<file path="src/rtl/fire5_squeeze_serializer.sv">
// Buffers whole fire5 squeeze output vectors and replays them one channel per cycle toward
// the fire5 expand stage, counting delivered pixels and flagging the end of the layer.
module fire5_squeeze_serializer #(
    parameter int unsigned DSP_NO = 32,
    parameter int unsigned WIDTH  = 16,
    parameter int unsigned DEPTH  = 4,
    parameter int unsigned PIXELS = 1024
) (
    input  logic             clk,
    input  logic             rst,
    input  logic             in_valid,
    input  logic [WIDTH-1:0] in_vec [0:DSP_NO-1],
    output logic             in_ready,
    output logic             out_valid,
    output logic [WIDTH-1:0] out_pix,
    input  logic             out_ready,
    output logic             out_last_ch,
    output logic             out_last_pix,
    output logic             layer_end
);

    localparam int unsigned PtrW = $clog2(DEPTH);
    localparam int unsigned CntW = PtrW + 1;
    localparam int unsigned ChW  = $clog2(DSP_NO);
    localparam int unsigned PixW = $clog2(PIXELS) + 1;

    localparam logic [CntW-1:0] Full    = CntW'(DEPTH);
    localparam logic [ChW-1:0]  LastCh  = ChW'(DSP_NO - 1);
    localparam logic [PixW-1:0] LastPix = PixW'(PIXELS - 1);

    // Vector storage is deliberately left out of reset.
    logic [WIDTH-1:0] mem_q [DEPTH][DSP_NO];

    logic [PtrW-1:0] wr_ptr_q, wr_ptr_d;
    logic [PtrW-1:0] rd_ptr_q, rd_ptr_d;
    logic [CntW-1:0] count_q, count_d;
    logic [ChW-1:0]  ch_idx_q, ch_idx_d;
    logic [PixW-1:0] pix_cnt_q, pix_cnt_d;
    logic            layer_end_q, layer_end_d;

    logic wr_en;
    logic beat;
    logic pop;
    logic at_last_ch;

    // Handshake flags come from registered state only, so a full FIFO never accepts,
    // even in a cycle where it pops.
    always_comb begin
        in_ready     = (count_q != Full) && !layer_end_q;
        out_valid    = (count_q != '0) && !layer_end_q;
        wr_en        = in_valid && in_ready;
        beat         = out_valid && out_ready;
        at_last_ch   = (ch_idx_q == LastCh);
        pop          = beat && at_last_ch;
        out_last_ch  = out_valid && at_last_ch;
        out_last_pix = out_valid && (pix_cnt_q == LastPix);
        out_pix      = out_valid ? mem_q[rd_ptr_q][ch_idx_q] : '0;
        layer_end    = layer_end_q;
    end

    always_comb begin
        wr_ptr_d    = wr_ptr_q;
        rd_ptr_d    = rd_ptr_q;
        count_d     = count_q;
        ch_idx_d    = ch_idx_q;
        pix_cnt_d   = pix_cnt_q;
        layer_end_d = layer_end_q;

        if (wr_en) begin
            wr_ptr_d = wr_ptr_q + 1'b1;
        end

        if (beat) begin
            ch_idx_d = at_last_ch ? '0 : ch_idx_q + 1'b1;
        end

        if (pop) begin
            rd_ptr_d  = rd_ptr_q + 1'b1;
            pix_cnt_d = pix_cnt_q + 1'b1;
            if (pix_cnt_q == LastPix) begin
                layer_end_d = 1'b1;
            end
        end

        unique case ({wr_en, pop})
            2'b10:   count_d = count_q + 1'b1;
            2'b01:   count_d = count_q - 1'b1;
            default: count_d = count_q;
        endcase
    end

    always_ff @(posedge clk or negedge rst) begin
        if (!rst) begin
            wr_ptr_q    <= '0;
            rd_ptr_q    <= '0;
            count_q     <= '0;
            ch_idx_q    <= '0;
            pix_cnt_q   <= '0;
            layer_end_q <= 1'b0;
        end else begin
            wr_ptr_q    <= wr_ptr_d;
            rd_ptr_q    <= rd_ptr_d;
            count_q     <= count_d;
            ch_idx_q    <= ch_idx_d;
            pix_cnt_q   <= pix_cnt_d;
            layer_end_q <= layer_end_d;
        end
    end

    always_ff @(posedge clk) begin
        if (wr_en) begin
            mem_q[wr_ptr_q] <= in_vec;
        end
    end

endmodule

</file>
<file path="config.mk">
export PLATFORM = sky130hd
export DESIGN_NAME = fire5_squeeze_serializer
export DESIGN_NICKNAME = d
export VERILOG_FILES = /design/src/rtl/fire5_squeeze_serializer.sv
export SDC_FILE = /design/constraint.sdc
export NUM_CORES = 2
export LEC_CHECK = 0
export ABC_CLOCK_PERIOD_IN_PS = 13500
export CAP_MARGIN = 20
export CORE_UTILIZATION = 53
export CTS_CLUSTER_SIZE = 12
export DETAILED_ROUTE_END_ITERATION = 16
export HOLD_SLACK_MARGIN = 0.05
export MAX_ROUTING_LAYER = met4
export PLACE_DENSITY = 0.73
export SLEW_MARGIN = 40
export SYNTH_ARGS = -nofsm -noshare
export SYNTH_HDL_FRONTEND = slang
export SYNTH_SLANG_ARGS = --single-unit
</file>
<file path="constraint.sdc">
create_clock -name clk -period 13.5 [get_ports clk]
set_input_delay 1.35 -clock clk [delete_from_list [all_inputs] [get_ports clk]]
set_output_delay 1.35 -clock clk [all_outputs]
set_load 0.03 [all_outputs]
</file>
Yosys cells after proc, flatten, opt, wreduce, memory -nomap -nowiden --
Memories as Yosys holds them, arrays and structs flattened. Index checks and enable logic that the tools add are counted.
Operators by class: add/sub/neg operators 6, mux-type cells 8, bitwise logic cells 1, reduce and logical (&&, ||, !) cells 11, $lt $le $gt $ge 1, equality and inequality tests 5
Operators by type and width (number):
- 16-bit binary-select mux with 5-bit select | 1
- 16-bit 2-to-1 mux | 3
- 11-bit by 1-bit adder with 11-bit output (second input constant) | 1
- 11-bit by 10-bit == test with 1-bit output (second input constant) | 1
- 1-bit logical AND | 7
- 6-bit greater-or-equal comparator (second input constant) | 1
- 5-bit NOT with 6-bit output | 1
- 3-bit case mux with 2 select lines | 1
- 5-bit by 1-bit adder with 5-bit output (second input constant) | 1
- 5-bit == test (second input constant) | 1
- 5-bit 2-to-1 mux | 1
- 2-bit by 1-bit adder with 2-bit output (second input constant) | 2
- 3-bit by 1-bit adder with 3-bit output (second input constant) | 1
- 3-bit inequality test (second input constant) | 1
- 3-bit nonzero test | 1
- 3-bit by 1-bit subtractor with 3-bit output (second input constant) | 1
- 2-bit by 1-bit == test with 1-bit output (second input constant) | 1
- 2-bit == test (second input constant) | 1
- 1-bit 2-to-1 mux | 2
- 2-bit AND reduction | 1
- 2-bit nonzero test | 1
- 1-bit zero test | 1
Word-level totals: register bits after elaboration 24, input bits 516, word-level logic and storage cells 39, bits in writable memories 2048, memories 1, output and inout port bits 21
Memory list:
- mem_q | words 4, bits a word 512, read ports 1, clocked after Yosys merged registers in 0, wr ports 1, line 32 | logic [WIDTH-1:0] mem_q [DEPTH][DSP_NO];

Depth between registers and ports, before layout --
depth after elaboration 6, depth in mapped cells 13

Worst setup path after synthesis --
No wires, ideal clock.
kind register -> register, start point reg layer_end_q, in the netlist layer_end, end point mem mem_q[0][0] (netlist bit) (enable), buffers on the path 0, arrival time 13.029 ns, slack -0.477 ns, cell stages (with the launch flop) 3, cell sequence dfrtp_1 -> a31oi_1 -> and3_1
Between the ends: longest elaborated chain between the ends 5
RTL lines:
- start, declared | line 39 | logic layer_end_q, layer_end_d;
- start signal, assigned | line 106 | layer_end_q <= layer_end_d;
- 1-bit zero test | line 49 | in_ready = (count_q != Full) && !layer_end_q;
- 1-bit logical AND | line 49
- named net in_ready | line 13 | output logic in_ready,
- 1-bit logical AND | line 51 | wr_en = in_valid && in_ready;
- 1-bit 2-to-1 mux | line 111 | if (wr_en) begin
- 1-bit 2-to-1 mux (implied by the code) | line 112 | mem_q[wr_ptr_q] <= in_vec;
- end, declared | line 32
The timed path passes the listed nets, and every way through them passes these cells.

Worst setup path after layout --
start point reg rd_ptr_q[1], end point out out_pix[2]
Between the ends: longest elaborated chain between the ends 5
RTL lines:
- start, declared | line 35 | logic [PtrW-1:0] rd_ptr_q, rd_ptr_d;
- start signal, assigned | line 102 | rd_ptr_q <= rd_ptr_d;
- memory read 4 x 512 bit
- 16-bit binary-select mux with 5-bit select | line 57 | out_pix = out_valid ? mem_q[rd_ptr_q][ch_idx_q] : '0;
- 16-bit 2-to-1 mux (implied by the code) (2 in series) | line 57
- 16-bit 2-to-1 mux | line 57
- end, declared | line 15 | output logic [WIDTH-1:0] out_pix,
Every way passes these cells. The select of a mux whose other input is x is not followed.

==> key figures <==
Clock tree
  • TritonCTS clock tree: yes
  • Clock Latency Late Sink: roughly 0.84 ns
  • Clock transition at the registers of the reported paths: 0.06 ns
  • Post-cts sizing count: 0
  • CTS Hold Bufs: 0
  • CTS Buf Count: 204
  • Clock sink total: 2072
  • Number of buffers on the longest clock path: 3
  • Clock root buffer: sky130_fd_sc_hd__clkbuf_16
  • Post-CTS Setup Bufs: 0
  • H-Tree Depth: 4

GRT
  • Initial antenna violation count: between 100 and 150
  • Overall fraction of global-route tracks in use: 27.45%
  • Via count of the first global-routing pass: 39.52k
  • M1 GR Usage: roughly 36%
  • GRT Max-Usage Layer: met2
  • Pin count of the biggest net entering global routing: 136
  • Final global-route overflow total: 0
  • Global routing met3 resource utilization: 8.538%
  • Global-route wire length before repair: 284.2 mm
  • Global routing met2 resource utilization: just over 40%

Timing
  • Headroom to the max-slew limit: 37.61%
  • Setup TNS: 0 ns
  • Worst Hold Slack: between 0.4 and 0.5 ns
  • Final setup fails: 0
  • Slew Limit Fails: 0
  • Count of endpoints failing hold in the final timing report: 0
  • Skew final: 0.04021 ns
  • Max Fclk: 130.6 MHz
  • Measured slew at the worst slew-check pin: 0.9296 ns
  • RSZ-0062 raised after global routing: no
  • Final period util: 56.70%
  • Time the final worst path needs with I/O delays and setup: 7.654 ns

Synthesis
  • Cells after synthesis: 3486
  • Yosys synthesis warning count: 0
  • Net Count, Synth: ~4.0k
  • Biggest area contributors in the synthesized netlist: sky130_fd_sc_hd__edfxtp_1 (77%), sky130_fd_sc_hd__mux4_2 (13%), sky130_fd_sc_hd__mux2i_1 (2.1%)
  • Share of synthesized area occupied by flip-flops and latches: 77.92%
  • Proportion of netlist area held by the largest area contributor: 77.17%
  • Average footprint of a synthesized cell: between 20 and 25 sq um
  • Distinct cell type count after synthesis: 70
  • Most area-hungry cell type in the Yosys netlist: sky130_fd_sc_hd__edfxtp_1
  • Register bit total from synthesis: 2072
  • Post-synthesis instance area: 0.07970 sq mm
  • Most frequently used flop master after synthesis: sky130_fd_sc_hd__edfxtp_1
  • EDFF count, synth: 2048
  • Synth async-reset ratio: 1.158%

Power
  • Pwr dens: 135.1 mW/mm^2
  • Combinational share of power: roughly 3.1%
  • Relative contribution of sequential cells to total power: 56.0%
  • Worst ir drop on vdd: 0.1419 mV
  • Power share of the clock group: about two fifths
  • Overall power after layout: around 13000 uW
  • Leakage power: about 0.029 uW
  • Net switching component of the power: 2475 uW
  • Fraction of power spent switching nets: about a fifth
  • Cell internal power dissipation: 10150 uW

Cells and area
  • Final layout net count: approximately 4.6k
  • Share of final-layout standard cells stronger than drive strength 1: 19.83%
  • Filler cells: 10.01k
  • Final core occ: 62.93%
  • Area overhead of the layout relative to synthesis: 17.30%

Route
  • Count of vias placed by the detailed router: 38.98k
  • Total length of routed wires: 200.7 mm
  • Antenna violation net count after detailed routing: 0
  • DR iter-0 viols: 4402
  • Detail-routed via count per cell: 6.146
  • Wirelength per Cell: 31.64 um
  • Final routed DRC violation total: 0
  • Count of TritonRoute iterations in the first routing pass: 5

Hold path
  • Classification of the worst-slack hold path: register to register

Floorplan
  • Vert. Die Dim: 389.8 um
  • Area of the die: 0.1519 sq mm
  • Starting Density: 53.65%
  • Boundary pin count: 537
  • Chip Width: 389.8 um
  • Core area: roughly 0.15 sq mm
  • Floorplan row count: 141

Setup path
  • Critical path data required time: 12.15 ns
  • CP endpoint kind: output pin
  • Sort of element at the start of the critical path: register
  • Maximum net fanout on the critical path: 53
  • Signal arrival time at the worst endpoint: 6.30 ns
  • Type of the worst setup path: register to output pin

Placement
  • Count of buffers from port buffering: 536
  • Half-perimeter wire length after placement: between 100 and 150 mm
  • GP Congestion: 0.7961

Status
  • Status: finished clean

Run
  • Maxcap violations: 0
power groups by stage:
stage / sequential (uW) / clock (uW) / combinational [uW]
floorplan: 7200 / 0 / 166
global placement: 7200 / 0 / 384
detailed placement: 7200 / 0 / 396
CTS: 7070 / 5250 / 397
global route: 7060 / 5470 / 424
finish: 7070 / 5160 / 398
cell families (layout without fill, tap and decap cells):
group | Yosys count | after routing | share of synthesized area, %
mux | 650 | 650 | 15.73
xor+xnor | 16 | 16 | 0.1758
compound gates | 329 | 329 | 2.920
fa+ha+maj | 9 | 9 | 0.1507
buf+inv | 208 | 964 | 1.846
other cells | 0 | 98 | 0
flops | 2072 | 2072 | 77.92
simple gates | 202 | 202 | 1.254
sequential cells by signal, summed over array words and instances (netlist names):
signal	count
layer_end	1
ch_idx_q	5
pix_cnt_q	11
rd_ptr_q	2
count_q	3
mem_q	2048
wr_ptr_q	2
path summary, 6_finish.rpt:
path                                   start             to  slack (ns)  cells after the start
worst max-delay path             rd_ptr_q[1]     out_pix[2]        5.85                     11
worst min-delay path            pix_cnt_q[8]   pix_cnt_q[8]        0.48                      1
worst max register to register    count_q[0]  mem_q[1][168]        9.13                      6
worst min register to register  pix_cnt_q[8]   pix_cnt_q[8]        0.48                      1
max in group asynchronous                rst    ch_idx_q[1]       12.29                      2
min in group asynchronous                rst    wr_ptr_q[1]        0.89                      2
worst max-delay path: stages (launching register included):
cell and delay, ns:
sky130_fd_sc_hd__dfrtp_4 0.89, sky130_fd_sc_hd__buf_4 0.67, sky130_fd_sc_hd__buf_4 0.73, sky130_fd_sc_hd__nor2b_4 0.21
sky130_fd_sc_hd__buf_4 0.31, sky130_fd_sc_hd__a221o_1 0.37, sky130_fd_sc_hd__o21ai_0 0.17, sky130_fd_sc_hd__a31o_2 0.18
sky130_fd_sc_hd__a221oi_1 0.07, sky130_fd_sc_hd__buf_2 0.22, sky130_fd_sc_hd__nor3_1 0.62, sky130_fd_sc_hd__clkdlybuf4s50_1 0.80
cell usage after synthesis (7+ instances only):
cell	count
sky130_fd_sc_hd__a221oi_1	37
sky130_fd_sc_hd__a22oi_1	73
sky130_fd_sc_hd__nor2b_1	8
sky130_fd_sc_hd__buf_2	59
sky130_fd_sc_hd__o221ai_1	7
sky130_fd_sc_hd__nor2_1	33
sky130_fd_sc_hd__mux4_1	14
sky130_fd_sc_hd__mux2_2	8
sky130_fd_sc_hd__clkbuf_1	52
sky130_fd_sc_hd__inv_1	10
sky130_fd_sc_hd__mux2i_1	165
sky130_fd_sc_hd__buf_4	17
sky130_fd_sc_hd__nor4_1	9
sky130_fd_sc_hd__o31ai_1	7
sky130_fd_sc_hd__a21oi_1	65
sky130_fd_sc_hd__xnor2_1	9
sky130_fd_sc_hd__and2_1	8
sky130_fd_sc_hd__ha_1	8
sky130_fd_sc_hd__xor2_1	7
sky130_fd_sc_hd__a221o_1	9
sky130_fd_sc_hd__and3_1	7
sky130_fd_sc_hd__nor3_1	16
sky130_fd_sc_hd__o21ai_0	29
sky130_fd_sc_hd__nand2b_1	13
sky130_fd_sc_hd__buf_8	13
sky130_fd_sc_hd__mux4_2	463
sky130_fd_sc_hd__buf_1	13
sky130_fd_sc_hd__buf_6	24
sky130_fd_sc_hd__dfrtp_1	24
sky130_fd_sc_hd__nand2_1	65
sky130_fd_sc_hd__a211oi_1	21
sky130_fd_sc_hd__edfxtp_1	2048
sky130_fd_sc_hd__o22ai_1	17
sky130_fd_sc_hd__buf_12	12
sky130_fd_sc_hd__nand3_1	21
sky130_fd_sc_hd__a31oi_1	20
layout make-up:
cell class,instances,area (sq um),area share [%]
sequential,2072,62120,66.45
tap,2002,2505,2.680
inverter,13,53.80,0.05755
multi-input combinational,1206,16270,17.41
clock inverter,51,486.7,0.5207
antenna,98,245.2,0.2623
clock buffer,278,5474,5.856
timing repair buffer,622,6324,6.765
placed cells by master, fill, tap and decap left out, types with 9 or more instances in the layout:
| master | netlist | final |
|---|---|---|
| sky130_fd_sc_hd__a211oi_1 | 21 | 20 |
| sky130_fd_sc_hd__a21oi_1 | 65 | 63 |
| sky130_fd_sc_hd__a221o_1 | 9 | 9 |
| sky130_fd_sc_hd__a221oi_1 | 37 | 37 |
| sky130_fd_sc_hd__a22oi_1 | 73 | 73 |
| sky130_fd_sc_hd__a31oi_1 | 20 | 20 |
| sky130_fd_sc_hd__buf_12 | 12 | 12 |
| sky130_fd_sc_hd__buf_4 | 17 | 49 |
| sky130_fd_sc_hd__buf_6 | 24 | 18 |
| sky130_fd_sc_hd__clkbuf_1 | 52 | 66 |
| sky130_fd_sc_hd__clkbuf_16 | 0 | 205 |
| sky130_fd_sc_hd__clkdlybuf4s50_1 | 0 | 536 |
| sky130_fd_sc_hd__clkinv_1 | 3 | 27 |
| sky130_fd_sc_hd__clkinv_2 | 0 | 9 |
| sky130_fd_sc_hd__dfrtp_1 | 24 | 17 |
| sky130_fd_sc_hd__diode_2 | 0 | 98 |
| sky130_fd_sc_hd__edfxtp_1 | 2048 | 2048 |
| sky130_fd_sc_hd__inv_1 | 10 | 9 |
| sky130_fd_sc_hd__mux2i_1 | 165 | 163 |
| sky130_fd_sc_hd__mux4_1 | 14 | 14 |
| sky130_fd_sc_hd__mux4_2 | 463 | 463 |
| sky130_fd_sc_hd__nand2_1 | 65 | 63 |
| sky130_fd_sc_hd__nand2b_1 | 13 | 13 |
| sky130_fd_sc_hd__nand3_1 | 21 | 21 |
| sky130_fd_sc_hd__nor2_1 | 33 | 30 |
| sky130_fd_sc_hd__nor3_1 | 16 | 16 |
| sky130_fd_sc_hd__o21ai_0 | 29 | 29 |
| sky130_fd_sc_hd__o22ai_1 | 17 | 17 |
| sky130_fd_sc_hd__xnor2_1 | 9 | 9 |
per-layer routing:
metal  part of all wire [%]  vias to the layer above  wire (um)
met5                      0                        -          0
met4                    2.6                        0       5236
met3                     11                      279      22500
met2                     48                     1851      97050
met1                     38                    20550      75890
li1                       -                    16301          -
stage by stage:
step	worst slack (ns)	std cells	cell area, sq um
finish	5.846	6342	93480
global placement	6.749	5903	86890
floorplan	-0.4761	3486	79700
global route	5.718	6323	93430
CTS	5.719	6238	93080
detailed placement	6.652	5909	87120
(Power assumes the default switching activity.)
